[src/rtl/reg_sb_pkg.sv]
// ----------------------------------------------------------------------------
// reg_sb_pkg
// Shared definitions for the register dependency scoreboard (producer side).
//   - operand size codes (SZ_BYTE / SZ_WORD / SZ_DWORD, 2'b11 reserved)
//   - GPR byte-lane index constants within a 3-bit per-register lane group
//   - sb_entry_t : one pipeline scoreboard entry {v, gpr, seg, mm}
//   - gpr_lane_encode : destination id/size -> pending GPR byte-lane vector
//   - reg_onehot8     : register id -> one-hot pending vector (SEG / MMX)
// No ports (package).
// ----------------------------------------------------------------------------
package reg_sb_pkg;

    localparam int unsigned NUM_GPR = 8;
    localparam int unsigned NUM_SEG = 8;
    localparam int unsigned NUM_MM  = 8;
    localparam int unsigned GPR_W   = 3 * NUM_GPR;

    // Lane offsets inside the 3-bit group that belongs to one GPR
    localparam int unsigned LANE_BYTE0 = 0;   // bits 7:0
    localparam int unsigned LANE_BYTE1 = 1;   // bits 15:8
    localparam int unsigned LANE_HIGH  = 2;   // bits 31:16

    typedef enum logic [1:0] {
        SZ_BYTE  = 2'b00,
        SZ_WORD  = 2'b01,
        SZ_DWORD = 2'b10,
        SZ_RSVD  = 2'b11
    } size_e;

    typedef struct packed {
        logic             v;
        logic [GPR_W-1:0] gpr;
        logic [NUM_SEG-1:0] seg;
        logic [NUM_MM-1:0]  mm;
    } sb_entry_t;

    // Byte writes to ids 4-7 target the high byte (bits 15:8) of GPR id-4,
    // so they land on lane 1 of that register's group rather than lane 0.
    function automatic logic [GPR_W-1:0] gpr_lane_encode(input logic [2:0] id,
                                                         input logic [1:0] size);
        logic [GPR_W-1:0] lanes_v;
        int unsigned      base_v;
        int unsigned      lo_base_v;
        base_v    = 32'd3 * 32'(id);
        lo_base_v = 32'd3 * 32'(id[1:0]);
        lanes_v   = '0;
        case (size_e'(size))
            SZ_BYTE: begin
                if (id[2]) begin
                    lanes_v = 24'h000001 << (lo_base_v + LANE_BYTE1);
                end else begin
                    lanes_v = 24'h000001 << (lo_base_v + LANE_BYTE0);
                end
            end
            SZ_WORD:  lanes_v = 24'h000003 << base_v;
            SZ_DWORD: lanes_v = 24'h000007 << base_v;
            default:  lanes_v = 24'h000000;
        endcase
        return lanes_v;
    endfunction

    function automatic logic [7:0] reg_onehot8(input logic [2:0] id);
        return 8'h01 << id;
    endfunction

endpackage

[src/rtl/reg_scoreboard_gen_if.sv]
// ----------------------------------------------------------------------------
// reg_scoreboard_gen_if
// Bundles the AG destination info, pipeline control and scoreboard outputs.
//   master : AG stage / pipeline control (drives destinations, stalls, flush)
//   slave  : reg_scoreboard_gen (drives stage valids and scoreboard vectors)
// Optional macro SB_WB_STAGE_EN adds wb_stall, wb_v and WB scoreboard vectors.
// ----------------------------------------------------------------------------
interface reg_scoreboard_gen_if;

    logic        flush;
    logic        ag_v;
    logic        dr1_wr;
    logic [2:0]  dr1_id;
    logic [1:0]  dr1_size;
    logic        dr2_wr;
    logic [2:0]  dr2_id;
    logic [1:0]  dr2_size;
    logic        seg_wr;
    logic [2:0]  seg_id;
    logic        mm_wr;
    logic [2:0]  mm_id;
    logic        ex_stall;
    logic        me_stall;

    logic        ex_v;
    logic        me_v;
    logic [23:0] ex_gpr_scoreboard;
    logic [23:0] me_gpr_scoreboard;
    logic [7:0]  ex_seg_scoreboard;
    logic [7:0]  me_seg_scoreboard;
    logic [7:0]  ex_mm_scoreboard;
    logic [7:0]  me_mm_scoreboard;
`ifdef SB_WB_STAGE_EN
    logic        wb_stall;
    logic        wb_v;
    logic [23:0] wb_gpr_scoreboard;
    logic [7:0]  wb_seg_scoreboard;
    logic [7:0]  wb_mm_scoreboard;
`endif

    modport master (
        output flush, ag_v,
        output dr1_wr, dr1_id, dr1_size, dr2_wr, dr2_id, dr2_size,
        output seg_wr, seg_id, mm_wr, mm_id,
        output ex_stall, me_stall,
`ifdef SB_WB_STAGE_EN
        output wb_stall,
        input  wb_v, wb_gpr_scoreboard, wb_seg_scoreboard, wb_mm_scoreboard,
`endif
        input  ex_v, me_v,
        input  ex_gpr_scoreboard, me_gpr_scoreboard,
        input  ex_seg_scoreboard, me_seg_scoreboard,
        input  ex_mm_scoreboard, me_mm_scoreboard
    );

    modport slave (
        input  flush, ag_v,
        input  dr1_wr, dr1_id, dr1_size, dr2_wr, dr2_id, dr2_size,
        input  seg_wr, seg_id, mm_wr, mm_id,
        input  ex_stall, me_stall,
`ifdef SB_WB_STAGE_EN
        input  wb_stall,
        output wb_v, wb_gpr_scoreboard, wb_seg_scoreboard, wb_mm_scoreboard,
`endif
        output ex_v, me_v,
        output ex_gpr_scoreboard, me_gpr_scoreboard,
        output ex_seg_scoreboard, me_seg_scoreboard,
        output ex_mm_scoreboard, me_mm_scoreboard
    );

endinterface

[src/rtl/reg_scoreboard_gen_stage.sv]
// ----------------------------------------------------------------------------
// sb_stage_reg
// One scoreboard pipeline entry. Priority: flush > hold > bubble > load.
//   clk, rst_n : clock, async active-low clear
//   flush      : clear entry (wins over everything)
//   hold       : keep current entry
//   bubble     : insert an empty entry
//   d / q      : next entry / registered entry
// An empty entry is all-zero, so downstream consumers need no valid gating.
// ----------------------------------------------------------------------------
module sb_stage_reg
    import reg_sb_pkg::*;
(
    input  logic      clk,
    input  logic      rst_n,
    input  logic      flush,
    input  logic      hold,
    input  logic      bubble,
    input  sb_entry_t d,
    output sb_entry_t q
);

    sb_entry_t entry_r;

    // Entry register with flush/hold/bubble/load priority
    always_ff @(posedge clk or negedge rst_n) begin
        if (!rst_n) begin
            entry_r <= '0;
        end else if (flush) begin
            entry_r <= '0;
        end else if (hold) begin
            entry_r <= entry_r;
        end else if (bubble) begin
            entry_r <= '0;
        end else begin
            entry_r <= d;
        end
    end

    assign q = entry_r;

endmodule

[src/rtl/reg_scoreboard_gen.sv]
// ----------------------------------------------------------------------------
// reg_scoreboard_gen
// Producer side of the register dependency interlock. Encodes the AG-stage
// destination registers into GPR byte-lane / SEG / MMX pending vectors and
// pipes them through EX and ME scoreboard entries in lock-step with the
// datapath. Entries retire by advancing out of the last stage.
//   clk   : core clock
//   rst_n : async active-low reset
//   sb    : reg_scoreboard_gen_if.slave (AG inputs, flush, stalls,
//           EX/ME valids and scoreboard vectors)
// Optional macro SB_WB_STAGE_EN: adds a WB entry (wb_stall, wb_v, WB vectors)
// fed from ME; without it the scoreboard ends at ME.
// ----------------------------------------------------------------------------
module reg_scoreboard_gen
    import reg_sb_pkg::*;
(
    input  logic                 clk,
    input  logic                 rst_n,
    reg_scoreboard_gen_if.slave  sb
);

    sb_entry_t ag_entry_s;
    sb_entry_t ex_q_s;
    sb_entry_t me_q_s;
    logic      ex_hold_s;

    // AG destination encode; an invalid AG slot yields an all-zero entry
    always_comb begin
        ag_entry_s = '0;
        if (sb.ag_v) begin
            ag_entry_s.v   = 1'b1;
            ag_entry_s.gpr = (sb.dr1_wr ? gpr_lane_encode(sb.dr1_id, sb.dr1_size) : 24'h000000)
                           | (sb.dr2_wr ? gpr_lane_encode(sb.dr2_id, sb.dr2_size) : 24'h000000);
            ag_entry_s.seg = sb.seg_wr ? reg_onehot8(sb.seg_id) : 8'h00;
            ag_entry_s.mm  = sb.mm_wr  ? reg_onehot8(sb.mm_id)  : 8'h00;
        end else begin
            ag_entry_s = '0;
        end
    end

    // An ME stall without an EX stall is illegal; EX is held anyway so that
    // no entry is overwritten while ME cannot accept it.
    assign ex_hold_s = sb.ex_stall | sb.me_stall;

    sb_stage_reg u_ex (
        .clk    (clk),
        .rst_n  (rst_n),
        .flush  (sb.flush),
        .hold   (ex_hold_s),
        .bubble (1'b0),
        .d      (ag_entry_s),
        .q      (ex_q_s)
    );

    sb_stage_reg u_me (
        .clk    (clk),
        .rst_n  (rst_n),
        .flush  (sb.flush),
        .hold   (sb.me_stall),
        .bubble (ex_hold_s),
        .d      (ex_q_s),
        .q      (me_q_s)
    );

    assign sb.ex_v              = ex_q_s.v;
    assign sb.ex_gpr_scoreboard = ex_q_s.gpr;
    assign sb.ex_seg_scoreboard = ex_q_s.seg;
    assign sb.ex_mm_scoreboard  = ex_q_s.mm;
    assign sb.me_v              = me_q_s.v;
    assign sb.me_gpr_scoreboard = me_q_s.gpr;
    assign sb.me_seg_scoreboard = me_q_s.seg;
    assign sb.me_mm_scoreboard  = me_q_s.mm;

`ifdef SB_WB_STAGE_EN
    sb_entry_t wb_q_s;

    sb_stage_reg u_wb (
        .clk    (clk),
        .rst_n  (rst_n),
        .flush  (sb.flush),
        .hold   (sb.wb_stall),
        .bubble (sb.me_stall),
        .d      (me_q_s),
        .q      (wb_q_s)
    );

    assign sb.wb_v              = wb_q_s.v;
    assign sb.wb_gpr_scoreboard = wb_q_s.gpr;
    assign sb.wb_seg_scoreboard = wb_q_s.seg;
    assign sb.wb_mm_scoreboard  = wb_q_s.mm;
`endif

endmodule

[src/flat_wrapper.sv]
// flat-port wrapper written by rule: the top's interface ports become plain ports
module reg_scoreboard_gen_flat import reg_sb_pkg::*;
  (clk, rst_n, sb_flush, sb_ag_v, sb_dr1_wr, sb_dr1_id, sb_dr1_size, sb_dr2_wr, sb_dr2_id, sb_dr2_size, sb_seg_wr, sb_seg_id, sb_mm_wr, sb_mm_id, sb_ex_stall, sb_me_stall, sb_ex_v, sb_me_v, sb_ex_gpr_scoreboard, sb_me_gpr_scoreboard, sb_ex_seg_scoreboard, sb_me_seg_scoreboard, sb_ex_mm_scoreboard, sb_me_mm_scoreboard);
  reg_scoreboard_gen_if sb_i ();
  input  logic clk;
  input  logic rst_n;
  input wire logic [$bits(sb_i.flush)-1:0] sb_flush;
  input wire logic [$bits(sb_i.ag_v)-1:0] sb_ag_v;
  input wire logic [$bits(sb_i.dr1_wr)-1:0] sb_dr1_wr;
  input wire logic [$bits(sb_i.dr1_id)-1:0] sb_dr1_id;
  input wire logic [$bits(sb_i.dr1_size)-1:0] sb_dr1_size;
  input wire logic [$bits(sb_i.dr2_wr)-1:0] sb_dr2_wr;
  input wire logic [$bits(sb_i.dr2_id)-1:0] sb_dr2_id;
  input wire logic [$bits(sb_i.dr2_size)-1:0] sb_dr2_size;
  input wire logic [$bits(sb_i.seg_wr)-1:0] sb_seg_wr;
  input wire logic [$bits(sb_i.seg_id)-1:0] sb_seg_id;
  input wire logic [$bits(sb_i.mm_wr)-1:0] sb_mm_wr;
  input wire logic [$bits(sb_i.mm_id)-1:0] sb_mm_id;
  input wire logic [$bits(sb_i.ex_stall)-1:0] sb_ex_stall;
  input wire logic [$bits(sb_i.me_stall)-1:0] sb_me_stall;
  output wire logic [$bits(sb_i.ex_v)-1:0] sb_ex_v;
  output wire logic [$bits(sb_i.me_v)-1:0] sb_me_v;
  output wire logic [$bits(sb_i.ex_gpr_scoreboard)-1:0] sb_ex_gpr_scoreboard;
  output wire logic [$bits(sb_i.me_gpr_scoreboard)-1:0] sb_me_gpr_scoreboard;
  output wire logic [$bits(sb_i.ex_seg_scoreboard)-1:0] sb_ex_seg_scoreboard;
  output wire logic [$bits(sb_i.me_seg_scoreboard)-1:0] sb_me_seg_scoreboard;
  output wire logic [$bits(sb_i.ex_mm_scoreboard)-1:0] sb_ex_mm_scoreboard;
  output wire logic [$bits(sb_i.me_mm_scoreboard)-1:0] sb_me_mm_scoreboard;
  assign sb_i.flush = sb_flush;
  assign sb_i.ag_v = sb_ag_v;
  assign sb_i.dr1_wr = sb_dr1_wr;
  assign sb_i.dr1_id = sb_dr1_id;
  assign sb_i.dr1_size = sb_dr1_size;
  assign sb_i.dr2_wr = sb_dr2_wr;
  assign sb_i.dr2_id = sb_dr2_id;
  assign sb_i.dr2_size = sb_dr2_size;
  assign sb_i.seg_wr = sb_seg_wr;
  assign sb_i.seg_id = sb_seg_id;
  assign sb_i.mm_wr = sb_mm_wr;
  assign sb_i.mm_id = sb_mm_id;
  assign sb_i.ex_stall = sb_ex_stall;
  assign sb_i.me_stall = sb_me_stall;
  assign sb_ex_v = sb_i.ex_v;
  assign sb_me_v = sb_i.me_v;
  assign sb_ex_gpr_scoreboard = sb_i.ex_gpr_scoreboard;
  assign sb_me_gpr_scoreboard = sb_i.me_gpr_scoreboard;
  assign sb_ex_seg_scoreboard = sb_i.ex_seg_scoreboard;
  assign sb_me_seg_scoreboard = sb_i.me_seg_scoreboard;
  assign sb_ex_mm_scoreboard = sb_i.ex_mm_scoreboard;
  assign sb_me_mm_scoreboard = sb_i.me_mm_scoreboard;
  reg_scoreboard_gen u_core (.clk(clk), .rst_n(rst_n), .sb(sb_i));
endmodule
[config.mk]
export PLATFORM = sky130hd
export DESIGN_NAME = reg_scoreboard_gen_flat
export DESIGN_NICKNAME = d
export VERILOG_FILES = /design/src/rtl/reg_sb_pkg.sv /design/src/rtl/reg_scoreboard_gen_if.sv /design/src/rtl/reg_scoreboard_gen_stage.sv /design/src/rtl/reg_scoreboard_gen.sv /design/src/flat_wrapper.sv
export SDC_FILE = /design/constraint.sdc
export NUM_CORES = 1
export LEC_CHECK = 0
export ABC_AREA = 1
export CAP_MARGIN = 10
export CORE_MARGIN = 2
export CORE_UTILIZATION = 53
export CTS_CLUSTER_SIZE = 8
export DETAILED_ROUTE_END_ITERATION = 8
export PLACE_DENSITY = 0.93
export SLEW_MARGIN = 0
export SYNTH_ARGS = -nofsm -noshare
export SYNTH_HDL_FRONTEND = slang
export SYNTH_SLANG_ARGS = --single-unit
[constraint.sdc]
create_clock -name clk -period 1.9 [get_ports clk]
set_input_delay 0.285 -clock clk [delete_from_list [all_inputs] [get_ports clk]]
set_output_delay 0.285 -clock clk [all_outputs]
set_load 0.005 [all_outputs]
======== Word level (Yosys, flattened, before mapping) ========
Index checks and enable logic that the tools add are counted.
word-level totals
  flip-flop bits (word level) ............. 82
  latch bits .............................. 0
  RAM bits ................................ 0
  ROM bits ................................ 0
  output and inout port bits .............. 82
  memories ................................ 0
operators by class
  $add $sub $neg .......................... 2
  multipliers ............................. 4
  div/mod/pow operators ................... 0
  order comparisons ....................... 0
  equality and inequality tests ........... 6
  shift operators ......................... 10
  mux-type cells .......................... 16
  bitwise operators ....................... 2
  reductions and logical operators ........ 2
operators by type and width
  kind                                                 number
  2-to-1 mux 41 bit                                    6
  2-to-1 mux 24 bit                                    6
  one-hot mux 24 bit (3 select lines)                  2
  left shift 1 x 32 -> 24 bit, first input constant    2
  left shift 1 x 4 -> 24 bit, first input constant     2
  left shift 2 x 5 -> 24 bit, first input constant     2
  left shift 3 x 5 -> 24 bit, first input constant     2
  bitwise OR 24 bit                                    1
  2-to-1 mux 8 bit                                     2
  left shift 1 x 3 -> 8 bit, first input constant      2
  adder 4 x 1 -> 5 bit, second input constant          2
  multiplier 2 x 3 -> 5 bit, first input constant      2
  multiplier 2 x 2 -> 4 bit, first input constant      2
  equality test 2 x 1 -> 1 bit, second input constant  2
  equality test 2 bit, second input constant           2
  logical NOT 2 bit                                    2
  != test 2 bit, second input constant                 2
  bitwise OR 1 bit                                     1

======== Depth between registers and ports, before layout ========
Gate-level depths: netlist (run 1).
  depth in word-level cells ............... 11
  depth in mapped cells ................... 10
  gate-level depth less buffers ........... 10

======== Modules after synthesis ========
Synthesis (run 1) repeated with hierarchy kept, for this count alone.
second synthesis, totals
  cells, all modules ...................... 786
  area, all modules ....................... 5336.4 um^2
by module, submodules not included
  module              times used  cells an instance  area each (um^2)
  sb_stage_reg        2           265                2038.2
  reg_scoreboard_gen  1           256                1260.0

======== Worst setup path after synthesis (run 1) ========
Ideal clock, no wire load.
  path type ............................... input-to-reg
  start point ............................. input port sb_dr1_id[0]
  end point ............................... register u_core.u_ex.entry_r, in the netlist u_core.u_ex.q[16]
  setup time .............................. 0.065 ns
  arrival ................................. 1.153 ns
  slack ................................... 0.682 ns
  stages on the path ...................... 9
  buffers on the path ..................... 0
  cells stage by stage .................... inv_1 -> ha_1 -> inv_1 -> nand2_1 -> o21ai_0 -> nand3_1 -> nand2_1 -> nand2_1 -> nand2_1
between the ends
  cells in the longest elaborated chain, start to end .. 11
  elaborated cells between the ends (all ways) .. 15
ends and longest elaborated chain
  item                                   line                            text
  from (decl)                            flat_wrapper.sv:10              input wire logic [$bits(sb_i.dr1_id)-1:0] sb_dr1_id;
  multiplier 2 x 2 -> 4 bit              reg_sb_pkg.sv:45                lo_base_v = 32'd3 * 32'(id[1:0]);
  adder 4 x 1 -> 5 bit                   reg_sb_pkg.sv:50                lanes_v = 24'h000001 << (lo_base_v + LANE_BYTE1);
  left shift 1 x 32 -> 24 bit            reg_sb_pkg.sv:50
  2-to-1 mux 24 bit                      reg_sb_pkg.sv:49                if (id[2]) begin
  one-hot mux 24 bit (3 select lines) *  reg_sb_pkg.sv:47                case (size_e'(size))
  2-to-1 mux 24 bit *                    reg_scoreboard_gen.sv:30        if (sb.ag_v) begin
  2-to-1 mux 24 bit *                    reg_scoreboard_gen.sv:32        ag_entry_s.gpr = (sb.dr1_wr ? gpr_lane_encode(sb.dr1_id, sb.dr1_size) : 24'h000000)
  bitwise OR 24 bit *                    reg_scoreboard_gen.sv:33        | (sb.dr2_wr ? gpr_lane_encode(sb.dr2_id, sb.dr2_size) : 24'h000000);
  2-to-1 mux 41 bit *                    reg_scoreboard_gen.sv:30
  2-to-1 mux 41 bit *                    reg_scoreboard_gen_stage.sv:31  end else if (hold) begin
  2-to-1 mux 41 bit *                    reg_scoreboard_gen_stage.sv:29  end else if (flush) begin
  to (signal assigned)                   reg_scoreboard_gen_stage.sv:32  entry_r <= entry_r;
  to (decl)                              reg_scoreboard_gen_stage.sv:23  sb_entry_t entry_r;
Mark *: on every way between the ends. The rest lies on a longest branch, timed or not. The select of a mux whose other input is x is not followed.
A chain may end at the register's enable or synchronous reset.

======== Final worst setup path (run 1) ========
  start point ............................. register u_core.u_ex.entry_r, in the netlist u_core.u_ex.q[35]
  end point ............................... output port sb_ex_gpr_scoreboard[19]
RTL lines
  item       line                text
  to (decl)  flat_wrapper.sv:23  output wire logic [$bits(sb_i.ex_gpr_scoreboard)-1:0] sb_ex_gpr_scoreboard;
No word-level cell between the ends.

==> parameters.txt, run 1 <==
Parameter                              Value

Status
  Status ... finished clean

Pwr
  Seq pwr share ... 46.7%
  Clk pwr share ... 42.2%
  Part of the power in combinational logic ... 11.1%
  Switching power share of the total ... 25.1%
  VDD IR max ... 430 µV
  Total power consumption of the routed design ... 3.58 mW
  Pint ... 2.68 mW
  Power density of the placed cells ... 644 nW/µm²
  P_leak ... 2.67 nW
  Net load switching power ... 900 µW

STA
  Unrepaired setup endpoints after global routing ... no
  Pins Over Slew Limit ... 0
  Worst clock skew ... 0.0116 ns
  Rel. slew slack ... 67.3%
  Final setup violation count ... 0
  Period minus WS final ... 1.63 ns
  Fin crit share ... 85.9%
  Summed negative setup slack over all endpoints ... 0 ns
  Final Hold Viols ... 0
  Measured slew at the worst slew-check pin ... 0.490 ns
  Final Worst Setup Slack ... 0.269 ns
  Fmax ... 613 MHz

Detailed routing
  Via count ... 4,181
  Highest metal layer used by the detailed router ... met4
  Length of routed met3 wiring ... 793 µm
  Routed metal-1 wirelength ... 4.88 mm
  Number of DRC markers after the initial detailed-route iteration ... 254
  Avg WL per Cell ... 15.5 µm
  Number of detailed-routing iterations run before antenna repair ... 5
  Met2 wire length ... 5.78 mm
  Final antenna-violating net count ... 0
  Remaining design rule violation count ... 0
  Total detailed-routing wirelength ... 11.8 mm
  Vias per Instance ... 5.49

Critical path
  Startpoint type of the worst setup path ... register
  Sort of element at the end of the critical path ... output port
  Max stage delay cell, worst path ... clkdlybuf4s50_1
  Top fanout value on the critical path ... 4
  Critical Path RT ... 1.62 ns
  Data arrival time of the worst path ... 1.35 ns
  Count of buffer and inverter cells on the critical path ... 1
  Worst stage delay on the critical path ... 0.54 ns
  Path type of the worst setup path ... register to output port
  Family with the most delay on the worst path ... buffers and inverters
  CP Cell Sequence ... clkdlybuf4s50_1

Yosys
  XOR/XNOR Fraction of Synth Area ... 0%
  Adder-cell area share of the yosys netlist ... 3.02%
  Sequential share of the synthesized area ... 47.2%
  Number of enable-type register cells in the synthesized netlist ... 0
  Ys Warns ... 0
  Synth Cell Area ... 4140 µm²
  Mean cell area of the mapped netlist ... 7.50 µm²
  Syn Inst Count ... 552
  Netlist cell types ... 25
  #FFs+latches synth ... 78
  Count leader, synth ... nand2_1
  Simple logic cell fraction of the synthesized area ... 28.5%
  Largest family of logic cells by synthesized area ... simple AND/OR/NAND/NOR gates
  Async SR Flop Fraction ... 100%
  Net count of the mapped netlist ... 588
  Top post-synthesis cells by area ... dfrtp_1 47%, nand2_1 20%, o21ai_0 8.6%, nand3_1 6.4%, inv_1 4.6%
  Synth top area share ... 47.2%
  Synthesized-area fraction occupied by ao, oa, aoi and oai cells ... 12.2%
  Prevailing post-synth register cell ... dfrtp_1
  Cell type with the largest total area after synthesis ... dfrtp_1
  Most common library cells after synthesis ... 215 x nand2_1, 78 x dfrtp_1, 71 x o21ai_0
  Mux cell area share after synthesis ... 0%

GRT
  Wire length of the first global-routing pass ... 19.0 mm
  Overall track demand over capacity in global routing ... 28.1%
  Maximum number of pins on one net before global-route repair ... 43
  Number of antenna violations at the first check in global routing ... 0
  GRT Residual Overflow ... 0
  Vias in the first global route ... 3,966

Die
  Core ar. ... 7650 µm²
  Die outline area ... 8530 µm²
  Number of primary I/O pins ... 108
  Placement row count ... 32
  Die Ht ... 92.4 µm
  Starting utilization of the core area ... 54.1%
  Chip Width ... 92.4 µm

Clock tree
  Number of buffers added by the clock tree synthesis step ... 9
  Clk_lat worst skew ... 0.35 ns
  Count of clock tree sinks ... 78
  Count of buffers added by post-CTS timing repair for setup ... 0
  Reg clk slew, reported paths ... 0.08 ns
  Max H-tree Level ... 3
  Root Buffer ... clkbuf_8
  Bufs on Longest Clock Path ... 2
  Cells resized by post-CTS repair ... 0
  CTS tree ... done

Cells and area
  Area occupied by registers ... 1950 µm²
  Number of fill cells in the layout ... 575
  Fraction of layout instances using a drive strength above 1 ... 6.06%
  Final Non-Filler Cells ... 762
  Layout overhead on the synthesized area ... 34.4%
  Multi-input logic area ... 1810 µm²
  Net count of the finished layout ... 691
  Number of antenna repair diodes ... 0

Place
  Count of buffers inserted at the top-level ports ... 107
  Post-Place Cells ... 745
  Final GP Congestion ... 0.947
  Post-Place Setup Slack ... -0.0447 ns
  Post-detailed-placement half-perimeter wirelength ... 8.49 mm

Min path
  Worst hold path class ... input port to async pin

Run
  Maxcap violations ... 0
[worst paths after layout]
| path | to | start | depth (start not counted) | slack [ns] |
|---|---|---|---|---|
| worst max-delay path | sb_ex_gpr_scoreboard[19] | u_core.u_ex.q[35] | 1 | 0.27 |
| worst min-delay path | u_core.u_me.q[10] | rst_n | 2 | 0.44 |
| worst max register to register | u_core.u_me.q[15] | u_core.u_ex.q[15] | 2 | 1.09 |
| worst min register to register | u_core.u_ex.q[24] | u_core.u_ex.q[24] | 2 | 0.51 |
| max in group asynchronous | u_core.u_me.q[20] | rst_n | 3 | 0.86 |
| min in group clk | u_core.u_ex.q[24] | u_core.u_ex.q[24] | 2 | 0.51 |
[layout by cell type (no fill, tap or decap), types with 2 or more instances in the layout]
master	instances
nand2_1	215
clkdlybuf4s50_1	106
dfrtp_1	78
o21ai_0	71
nand3_1	53
inv_1	51
buf_4	15
o31ai_1	10
ha_1	10
clkbuf_8	9
nor2_1	8
o22ai_1	6
nand4_1	3
o21ai_1	3
bufinv_16	3
nor2_2	2
inv_2	2
nand3b_1	2
buf_12	2
[what timing repair did]
action / in CTS / in global routing
hold buffers: 1 / 0
setup endpoints to repair: 0 / 0
hold endpoints to repair: 36 / 0
[metrics by stage]
step | area [µm²] | hold slack [ns] | util (%)
2_1_floorplan | 4140 | -0.0106 | -
3_3_place_gp | 5310 | 0.267 | 69.4
3_5_place_dp | 5310 | 0.279 | 69.4
4_1_cts | 5560 | 0.451 | 72.7
5_1_grt | 5560 | 0.481 | 72.7
6_report | 5560 | 0.442 | 72.7
[logic make-up after synthesis]
group / after synthesis
buffers and inverters: 85
AO/OA/AOI/OAI: 93
flip-flops: 78
AND/OR/NAND/NOR: 286
adder cells (fa/ha/maj): 10
[cell type report]
class | count | share of cell area, %
sequential | 78 | 35.1
multi-input combinational | 389 | 32.6
timing repair buffer | 124 | 22.0
inverter | 53 | 3.58
tap | 102 | 2.30
clock buffer | 9 | 2.23
clock inverter | 7 | 2.16
[state kept, by name, indices dropped and copies added, names as in the netlist]
name           count
u_core.u_ex.q     39
u_core.u_me.q     39
[routing by layer]
metal  track usage (%)  up-vias
li1                  -     1978
met1              36.6     1992
met2              47.8      180
met3              5.13       31
met4              9.08        0
met5                 0        -
[power groups by stage]
stage               sequential (mW)  clock (mW)  combinational (mW)
finish                         1.67        1.51               0.398
CTS                            1.67        1.52               0.394
floorplan                      1.70           0               0.208
detailed placement             1.70           0               0.388
global route                   1.67        1.58               0.440
global placement               1.70           0               0.383
No activity file was read; power rests on OpenSTA's default activity.
==> run 2, diff against run 1 <==
--- a/config.mk
+++ b/config.mk
@@ -7,7 +7,6 @@
 export LEC_CHECK = 0
 export ABC_AREA = 1
 export CAP_MARGIN = 10
-export CORE_MARGIN = 2
 export CORE_UTILIZATION = 53
 export CTS_CLUSTER_SIZE = 8
 export DETAILED_ROUTE_END_ITERATION = 8
==> constraint.sdc (replaced) <==
create_clock -name clk -period 1.89 [get_ports clk]
set_input_delay 0.2835 -clock clk [delete_from_list [all_inputs] [get_ports clk]]
set_output_delay 0.2835 -clock clk [all_outputs]
set_load 0.005 [all_outputs]
==> run 2 against run 1 <==
Net effect:
- sequential power hardly changed
- wire length is 0.86% higher
- clock skew is 0.00055 ns lower
- sequential cell count stayed put
- via count hardly changed
- final cell count is 0.66% higher
- power is 1.7% lower
- critical path type is now input port to register
- largest cell class unchanged
==> parameters.txt, run 2 (synthesized netlist as in run 1, its figures left out) <==
Parameter                              Value

Die
  Chip Width ... 90.4 µm (-2.2%)
  Starting utilization of the core area ... 55.9% (+1.7 points)
  Die Ht ... 90.4 µm (-2.2%)
  Die outline area ... 8160 µm² (-4.3%)
  Placement row count ... 31 (-3.1%)
  Core ar. ... 7410 µm² (-3.1%)
  Number of primary I/O pins ... 108 (unchanged)

Clock tree
  Reg clk slew, reported paths ... 0.09 ns (about the same)
  Max H-tree Level ... 3 (unchanged)
  Root Buffer ... clkbuf_8
  Count of buffers added by post-CTS timing repair for setup ... 0 (unchanged)
  Bufs on Longest Clock Path ... 2 (unchanged)
  CTS tree ... done
  Cells resized by post-CTS repair ... 0 (unchanged)
  Number of buffers added by the clock tree synthesis step ... 9 (unchanged)
  Count of clock tree sinks ... 78 (unchanged)
  Clk_lat worst skew ... 0.36 ns (about the same)

Pwr
  Switching power share of the total ... 25.9% (+0.72 points)
  Pint ... 2.61 mW (-2.7%)
  Total power consumption of the routed design ... 3.52 mW (-1.7%)
  Clk pwr share ... 40.6% (-1.6 points)
  Part of the power in combinational logic ... 11.6% (+0.5 points)
  Seq pwr share ... 47.8% (+1.1 points)
  Net load switching power ... 910 µW (+1.1%)
  Power density of the placed cells ... 630 nW/µm² (-2.2%)
  VDD IR max ... 463 µV (+7.7%)
  P_leak ... 2.69 nW (+0.97%)

Detailed routing
  Number of detailed-routing iterations run before antenna repair ... 8 (+3)
  Total detailed-routing wirelength ... 11.9 mm (+0.86%)
  Via count ... 4,180 (-0.024%)
  Avg WL per Cell ... 15.5 µm (+0.21%)
  Final antenna-violating net count ... 0 (unchanged)
  Number of DRC markers after the initial detailed-route iteration ... 307 (+21%)
  Vias per Instance ... 5.45 (-0.68%)
  Remaining design rule violation count ... 0 (unchanged)

Critical path
  Data arrival time of the worst path ... 1.92 ns (+0.57 ns)
  Number of cells on the worst reg-to-reg path ... 2 (unchanged)
  Path type of the worst setup path ... input port to register
  Critical Path RT ... 2.18 ns (+0.56 ns)
  Sort of element at the end of the critical path ... register
  Startpoint type of the worst setup path ... input port
  Top fanout value on the critical path ... 4 (unchanged)

STA
  Final Worst Setup Slack ... 0.258 ns (-0.0110 ns)
  Final Hold Viols ... 0 (unchanged)
  Final setup violation count ... 0 (unchanged)
  Fmax ... 613 MHz
  Fin crit share ... 86.4%
  Unrepaired setup endpoints after global routing ... no
  Worst clock skew ... 0.0110 ns (-0.000552 ns)
  Measured slew at the worst slew-check pin ... 0.474 ns (-0.0160 ns)
  Rel. slew slack ... 68.3% (+1.1 points)
  Pins Over Slew Limit ... 0 (unchanged)
  Worst Hold Slack ... 0.496 ns (+0.0539 ns)
  Period minus WS final ... 1.63 ns

Cells and area
  Fraction of layout instances using a drive strength above 1 ... 7.19% (+1.1 points)
  Net count of the finished layout ... 699 (+1.2%)
  Layout overhead on the synthesized area ... 35.1%
  Number of antenna repair diodes ... 0 (unchanged)
  Leading cell types in the layout, fill and taps excluded ... 215 x nand2_1, 106 x clkdlybuf4s50_1, 78 x dfrtp_1
  Post-Layout Inst Area ... 5590 µm² (+0.54%)
  Final Non-Filler Cells ... 767 (+0.66%)
  Number of fill cells in the layout ... 578 (+0.52%)
  Commonest non-fill, non-tap cell in the layout ... nand2_1

GRT
  Vias in the first global route ... 4,060 (+2.4%)
  Number of antenna violations at the first check in global routing ... 0 (unchanged)
  Wire length of the first global-routing pass ... 20.2 mm (+5.8%)
  Maximum number of pins on one net before global-route repair ... 79 (+84%)
  Overall track demand over capacity in global routing ... 31.0% (+2.9 points)
  Layer with the highest usage after global routing ... met2
  GRT Residual Overflow ... 0 (unchanged)
  Met3 capacity usage during global routing ... 5.13% (+0.0086 points)
  Met2 usage in global routing ... 53.3% (+5.5 points)
  Met1 Track Usage GR ... 39.1% (+2.6 points)

Place
  Placed Area ... 5350 µm² (+0.83%)
  Post-detailed-placement half-perimeter wirelength ... 8.72 mm (+2.7%)
  Final GP Congestion ... 0.911 (-3.9%)
  Post-Place Setup Slack ... -0.0758 ns (-0.0312 ns)
  Post-Place Cells ... 750 (+0.67%)
  Count of buffers inserted at the top-level ports ... 107 (unchanged)

Run
  Maxcap violations ... 0 (unchanged)

Min path
  Worst hold path class ... input port to async pin

Status
  Status ... finished clean
run 2: layout make-up:
type / instances / area (µm²) / share of cell area [%]
sequential: 78 / 1950 / 34.9
multi-input combinational: 389 / 1810 / 32.4
timing repair buffer: 132 / 1270 / 22.7
inverter: 53 / 199 / 3.56
clock buffer: 10 / 138 / 2.46
tap: 99 / 124 / 2.22
clock inverter: 6 / 92.6 / 1.66
run 2: metal layers:
metal | part of all wire (%) | wire length [µm]
met5 | 0 | 0
met4 | 2.4 | 287
met3 | 5.5 | 652
met2 | 50 | 5950
met1 | 42 | 5000
run 2: worst max-delay path, stage by stage:
cell	delay, ns
clkdlybuf4s50_1	0.53
inv_1	0.08
ha_1	0.33
inv_1	0.11
nand2_1	0.07
o21ai_0	0.21
nand3_1	0.12
nand2_1	0.08
nand2_1	0.05
nand2_1	0.05
run 2: metrics by stage:
step | TNS (ns) | utilization, %
3_3_place_gp | -0.0696 | 72.2
4_1_cts | 0 | 75.4
3_5_place_dp | -0.218 | 72.2
5_1_grt | 0 | 75.4
6_report | 0 | 75.4
2_1_floorplan | 0 | -
run 2: final timing paths:
kind / from / end / slack (ns)
worst max-delay path: sb_dr1_id[1] / u_core.u_ex.q[16] / 0.26
worst min-delay path: rst_n / u_core.u_me.q[10] / 0.50
worst max register to register: u_core.u_ex.q[32] / u_core.u_me.q[32] / 1.12
worst min register to register: u_core.u_me.q[7] / u_core.u_me.q[7] / 0.52
max in group asynchronous: rst_n / u_core.u_me.q[36] / 1.07
min in group clk: u_core.u_me.q[7] / u_core.u_me.q[7] / 0.52
run 2: what timing repair did:
item | in CTS | in global routing
hold buffers | 1 | 0
endpoints found under the setup margin | 0 | 0
endpoints found under the hold margin | 78 | 0
run 2: power groups by stage:
| stage | combinational [mW] | sequential (mW) | clock, mW |
|---|---|---|---|
| global route | 0.454 | 1.68 | 1.50 |
| finish | 0.409 | 1.68 | 1.43 |
| detailed placement | 0.401 | 1.71 | 0 |
| global placement | 0.395 | 1.71 | 0 |
| CTS | 0.406 | 1.68 | 1.44 |
| floorplan | 0.209 | 1.71 | 0 |
